===== config.mk =====
export PLATFORM = sky130hd
export DESIGN_NAME = fc_out_capture
export DESIGN_NICKNAME = d
export VERILOG_FILES = /design/src/rtl/fc_capture_pkg.sv /design/src/rtl/capture_regfile.sv /design/src/rtl/fc_out_capture.sv
export SDC_FILE = /design/constraint.sdc
export NUM_CORES = 1
export LEC_CHECK = 0
export ABC_CLOCK_PERIOD_IN_PS = 3500
export CORE_ASPECT_RATIO = 0.5
export CORE_MARGIN = 5
export CORE_UTILIZATION = 40
export CTS_BUF_LIST = sky130_fd_sc_hd__clkbuf_4
export DETAILED_ROUTE_END_ITERATION = 10
export HOLD_SLACK_MARGIN = 0.06
export PLACE_DENSITY_LB_ADDON = 0.15
export SLEW_MARGIN = 15
export SYNTH_ARGS = -nofsm -noshare
export SYNTH_HDL_FRONTEND = slang
export SYNTH_SLANG_ARGS = --single-unit

===== constraint.sdc =====
create_clock -name clk -period 3.5 [get_ports clk]
set_clock_uncertainty 0.15 [all_clocks]
set_input_delay 0.35 -clock clk [delete_from_list [all_inputs] [get_ports clk]]
set_output_delay 0.35 -clock clk [all_outputs]
set_load 0.1 [all_outputs]

===== src/rtl/fc_capture_pkg.sv =====
// Shared types for the FC output capture block.
// State encoding and argmax reset constants.
package fc_capture_pkg;

  typedef enum logic {
    FILL = 1'b0,
    HOLD = 1'b1
  } state_e;

  localparam int ARGMAX_IDX_RST = 0;

  // Only the sign bit set: the most negative w-bit value.
  function automatic logic [63:0] argmax_val_rst(input int w);
    return 64'd1 << (w - 1);
  endfunction

endpackage


===== src/rtl/capture_regfile.sv =====
// M x T capture buffer with one write port
// and one registered read port (out of range reads give 0).
module capture_regfile #(
  parameter int M = 10,
  parameter int T = 16
) (
  input  logic                 clk,
  input  logic                 reset,
  input  logic                 we,
  input  logic [$clog2(M)-1:0] waddr,
  input  logic signed [T-1:0]  wdata,
  input  logic [$clog2(M)-1:0] raddr,
  output logic signed [T-1:0]  rdata
);

  logic signed [T-1:0] mem_q [M];
  logic signed [T-1:0] rdata_q, rdata_d;

  // Storage is never cleared; only written words matter.
  always_ff @(posedge clk) begin
    if (we) mem_q[waddr] <= wdata;
  end

  // Read mux with range guard.
  always_comb begin
    rdata_d = '0;
    if (int'(raddr) < M) rdata_d = mem_q[raddr];
  end

  // Registered read data.
  always_ff @(posedge clk) begin
    if (!reset) rdata_q <= '0;
    else        rdata_q <= rdata_d;
  end

  assign rdata = rdata_q;

endmodule


===== src/rtl/fc_out_capture.sv =====
// Captures one M-word output vector from an FC layer and holds it.
// Optional argmax tracking: define FC_CAPTURE_ARGMAX_EN.
module fc_out_capture
  import fc_capture_pkg::*;
#(
  parameter int M = 10,
  parameter int T = 16
) (
  input  logic                 clk,
  input  logic                 reset,
  input  logic                 input_valid,
  output logic                 input_ready,
  input  logic signed [T-1:0]  input_data,
  output logic                 vec_valid,
  input  logic                 vec_ack,
  input  logic [$clog2(M)-1:0] rd_addr,
`ifdef FC_CAPTURE_ARGMAX_EN
  output logic signed [T-1:0]  rd_data,
  output logic [$clog2(M)-1:0] argmax_idx,
  output logic signed [T-1:0]  argmax_val
`else
  output logic signed [T-1:0]  rd_data
`endif
);

  localparam int AW = $clog2(M);

  state_e        state_q, state_d;
  logic [AW-1:0] wr_idx_q, wr_idx_d;
  logic          xfer;
  logic          last;

  assign xfer = input_valid && (state_q == FILL);
  assign last = (wr_idx_q == AW'(M - 1));

  // Next state and write index.
  always_comb begin
    state_d  = state_q;
    wr_idx_d = wr_idx_q;
    unique case (state_q)
      FILL: begin
        if (xfer) begin
          wr_idx_d = last ? '0 : wr_idx_q + AW'(1);
          if (last) state_d = HOLD;
        end
      end
      HOLD: begin
        if (vec_ack) state_d = FILL;
      end
      default: state_d = FILL;
    endcase
  end

  // State and index registers; reset wins over everything.
  always_ff @(posedge clk) begin
    if (!reset) begin
      state_q  <= FILL;
      wr_idx_q <= '0;
    end else begin
      state_q  <= state_d;
      wr_idx_q <= wr_idx_d;
    end
  end

  assign input_ready = (state_q == FILL);
  assign vec_valid   = (state_q == HOLD);

  capture_regfile #(
    .M(M),
    .T(T)
  ) u_regfile (
    .clk  (clk),
    .reset(reset),
    .we   (xfer && reset),
    .waddr(wr_idx_q),
    .wdata(input_data),
    .raddr(rd_addr),
    .rdata(rd_data)
  );

`ifdef FC_CAPTURE_ARGMAX_EN
  logic [AW-1:0]       amax_idx_q, amax_idx_d;
  logic signed [T-1:0] amax_val_q, amax_val_d;

  // Word 0 always loads; later words replace only if strictly greater.
  always_comb begin
    amax_idx_d = amax_idx_q;
    amax_val_d = amax_val_q;
    if (xfer && (wr_idx_q == '0 || input_data > amax_val_q)) begin
      amax_idx_d = wr_idx_q;
      amax_val_d = input_data;
    end
  end

  // Argmax registers.
  always_ff @(posedge clk) begin
    if (!reset) begin
      amax_idx_q <= AW'(ARGMAX_IDX_RST);
      amax_val_q <= T'(argmax_val_rst(T));
    end else begin
      amax_idx_q <= amax_idx_d;
      amax_val_q <= amax_val_d;
    end
  end

  assign argmax_idx = amax_idx_q;
  assign argmax_val = amax_val_q;
`endif

endmodule


==> qor.log <==
qor: placement.post_dp_cell_area 7584 µm²
qor: hold_path.hp-class input pin to flip-flop
qor: layout.final_net_count 454
qor: critical_path.critical_path_arrival 2.22 ns
qor: clocking.htree_levels 4
qor: outcome.status completed
qor: clocking.cts-resized-gates 0
qor: drt.drc 0
qor: layout.postLayoutCellArea 7830 µm²
qor: critical_path.timing.critical_path.required 3.00 ns
qor: pwr.p_leak 2.498 nW
qor: layout.share_of_post_route_cells_with_drive_strength_above_1 0.2754
qor: critical_path.timing.critical_path.to input_ready
qor: synthesis.syn_area 6840 µm²
qor: critical_path.reg_to_reg_start vec_valid
qor: clocking.clkSinkCount 181
qor: floorplanning.std_cell_rows 33
qor: critical_path.criticalPathCategory flip-flop to output port
qor: placement.globalplace.congestion 0.7900
qor: layout.mostFrequentLayoutCell edfxtp_1
qor: timing.slew_worst_pin 0.9898 ns
qor: layout.count_of_placed_standard_cells_in_the_final_layout_fillers_left_out 670
qor: floorplanning.fp.dieH 102.5 µm
qor: placement.placement.io_buffers 41
qor: critical_path.timing.critical_path.buf_inv 2
qor: floorplanning.die_width 194.9 µm
qor: synthesis.yosysUniqueCellTypes 36
qor: critical_path.setup.reg_to_reg.worst_slack 1.63 ns
qor: synthesis.synth_async_sr_flop_share 0
qor: floorplanning.die-area 19980 µm²
qor: timing.number_of_endpoints_failing_setup_at_the_final_stage 0
qor: timing.clock.fmax 367.8 MHz
qor: critical_path.r2r-end u_regfile.mem_q[8][2]
qor: clocking.hold_buffers 0
qor: critical_path.cp_num_cells 2
qor: clocking.cts_inserted_buffers 17
qor: clocking.cts_tree yes
qor: timing.hold_violation_total_from_the_final_report 0
qor: global_route.first_global_vias 3552
qor: synthesis.postSynthRegisterBits 181
qor: critical_path.worstSetupStartpointType flip-flop
qor: run.cap_viol_max_count 0
qor: timing.finalCriticalPeriod 2.719 ns
qor: floorplanning.starting_density_of_the_core 0.4131
qor: layout.syn_to_final_growth 14.47%
qor: clocking.cts_setup_buffers 0
qor: synthesis.synth_edf_count 160
qor: synthesis.post_synth.cell_area_avg 18.64 µm²
qor: clocking.cts-root-to-sink-buffers 2
qor: drt.routedWlPerCell 20.43 µm
qor: critical_path.cp_max_fo 6
qor: synthesis.postSynthNetCount 391
qor: pwr.report.power.total 0.003696 W
qor: floorplanning.io-pin-count 42
qor: timing.min_period_over_period 0.7768
qor: drt.drt_first_pass_iters 4
qor: critical_path.cp_delay_by_family_top buffers and inverters
qor: critical_path.r2r_cells 4
qor: synthesis.syn_inst 367
qor: hold_path.min-delay-start rd_addr[2]
qor: global_route.grt_start_max_net_pins 35
qor: drt.detail_route.vias_per_cell 5.075
qor: drt.routed_wirelength 13.69 mm
qor: critical_path.cp-startpoint vec_valid
qor: clocking.clock-root-buffer clkbuf_4
qor: synthesis.ys_dominant_reg_cell edfxtp_1
qor: global_route.initial_antenna_violation_count 0
qor: drt.dr_total_vias 3400
qor: synthesis.yosysWarnings 0
qor: synthesis.synth-seq-area-share 0.7639
qor: pwr.vdd.ir_drop.worst 0.1887 mV
qor: placement.dp_hpwl 8.649 mm
qor: timing.report.final.slew_viol_count 0
qor: critical_path.critical_path.endpoint_type output port
qor: global_route.grt_pass1_wl 20.87 mm
qor: layout.antenna_cells 0
qor: global_route.final_global_route_overflow_total 0
qor: critical_path.crit_chain inv_1 > clkdlybuf4s50_1
qor: drt.initialDrtViolationCount 266
qor: pwr.pwr_dens 472.0 nW/µm²
qor: floorplanning.core_region_area 16560 µm²
qor: timing.rsz_0062_raised_after_global_routing no
qor: timing.totalNegativeSetupSlack 0 ns
qor: placement.numPlacedInstances 638
qor: global_route.grtUsageTotal 0.1420
qor: drt.final_antenna_net_count 0
qor: timing.slew-limit-headroom 0.3381
qor: clocking.worstSkewPairLatency 0.54 ns
qor: critical_path.critPathSlowestCell clkdlybuf4s50_1
qor: critical_path.max_stage_delay 1.15 ns
qor: layout.most_frequent_cells_in_the_layout edfxtp_1 (160), mux2_2 (47), clkdlybuf4s50_1 (39), nand2_1 (36), dfxtp_1 (21)
qor: clocking.path_clk_slew 0.16 ns
==> cells by family (layout without fill, tap and decap cells) <==
logic type / after synthesis / count (layout) / share of synthesized area
DFF: 181 / 181 / 0.7639
AOI/OAI and AO/OA: 25 / 25 / 0.02744
xor gates and xnor gates: 1 / 1 / 0.001281
and+or+nand+nor: 78 / 78 / 0.05890
muxes: 63 / 63 / 0.1301
buffers and inverters: 19 / 95 / 0.01847
==> worst min path at each step <==
stage / cells past startpoint / end
after floorplan: 0 / u_regfile.mem_q[0][0]
after global placement: 2 / wr_idx_q[3]
after detailed placement: 2 / u_regfile.rdata[7]
after CTS: 4 / u_regfile.rdata[6]
after global routing: 4 / u_regfile.rdata[15]
final: 4 / u_regfile.rdata[6]
==> sequential cells by signal (all words and copies together) (netlist names) <==
register and flops:
u_regfile.rdata 16, vec_valid 1, u_regfile.mem_q 160, wr_idx_q 4
==> metrics by stage <==
stage | utilization | worst slack (ns) | hold WS, ns
after CTS | 0.4729 | 0.7275 | 0.2541
after global routing | 0.4729 | 0.6922 | 0.2609
after detailed placement | 0.4580 | 0.8878 | 0.3461
final | 0.4729 | 0.7811 | 0.2927
after global placement | 0.4580 | 0.9304 | 0.3420
after floorplan | - | 0.6958 | 0.2989
==> routing by layer <==
layer,wire length (µm),global-route usage
met5,0,0
met2,6142,0.2242
met4,170,0.05094
met1,6357,0.2010
met3,1020,0.02602
==> power by group <==
part           total, W  internal [W]  switching (W)  leakage, nW
logic          0.000290     0.0000998       0.000190        0.758
clock network   0.00102      0.000306       0.000714        0.124
registers       0.00239       0.00238     0.00000932         1.62
==> worst reg2reg max path: cells and delay by family, from the launching register on <==
| kind | cells | cell delay (ns) |
|---|---|---|
| AND/OR/NAND/NOR | 3 | 0.75 |
| buffers and inverters | 1 | 0.28 |
| flip-flops | 1 | 0.39 |
==> Yosys cell counts (3+ instances only) <==
cell / count / area (µm²)
buf_4: 3 / 22.52
edfxtp_1: 160 / 4805
nand3_1: 16 / 80.08
mux4_2: 16 / 360.4
nor2b_1: 3 / 18.77
dfxtp_1: 21 / 420.4
buf_2: 10 / 50.05
nor3_1: 3 / 15.01
mux2_2: 47 / 529.3
a22oi_1: 16 / 120.1
nand2_1: 36 / 135.1
nor2_1: 7 / 26.28
==> layout make-up <==
class / instances / area (µm²)
timing repair buffer: 61 / 563.0
tap: 227 / 284.0
fill: 1373 / 8727
sequential: 181 / 5225
multi-input combinational: 167 / 1504
inverter: 2 / 7.507
clock buffer: 19 / 142.6
clock inverter: 13 / 103.9
No activity file was read; power rests on OpenSTA's default activity.
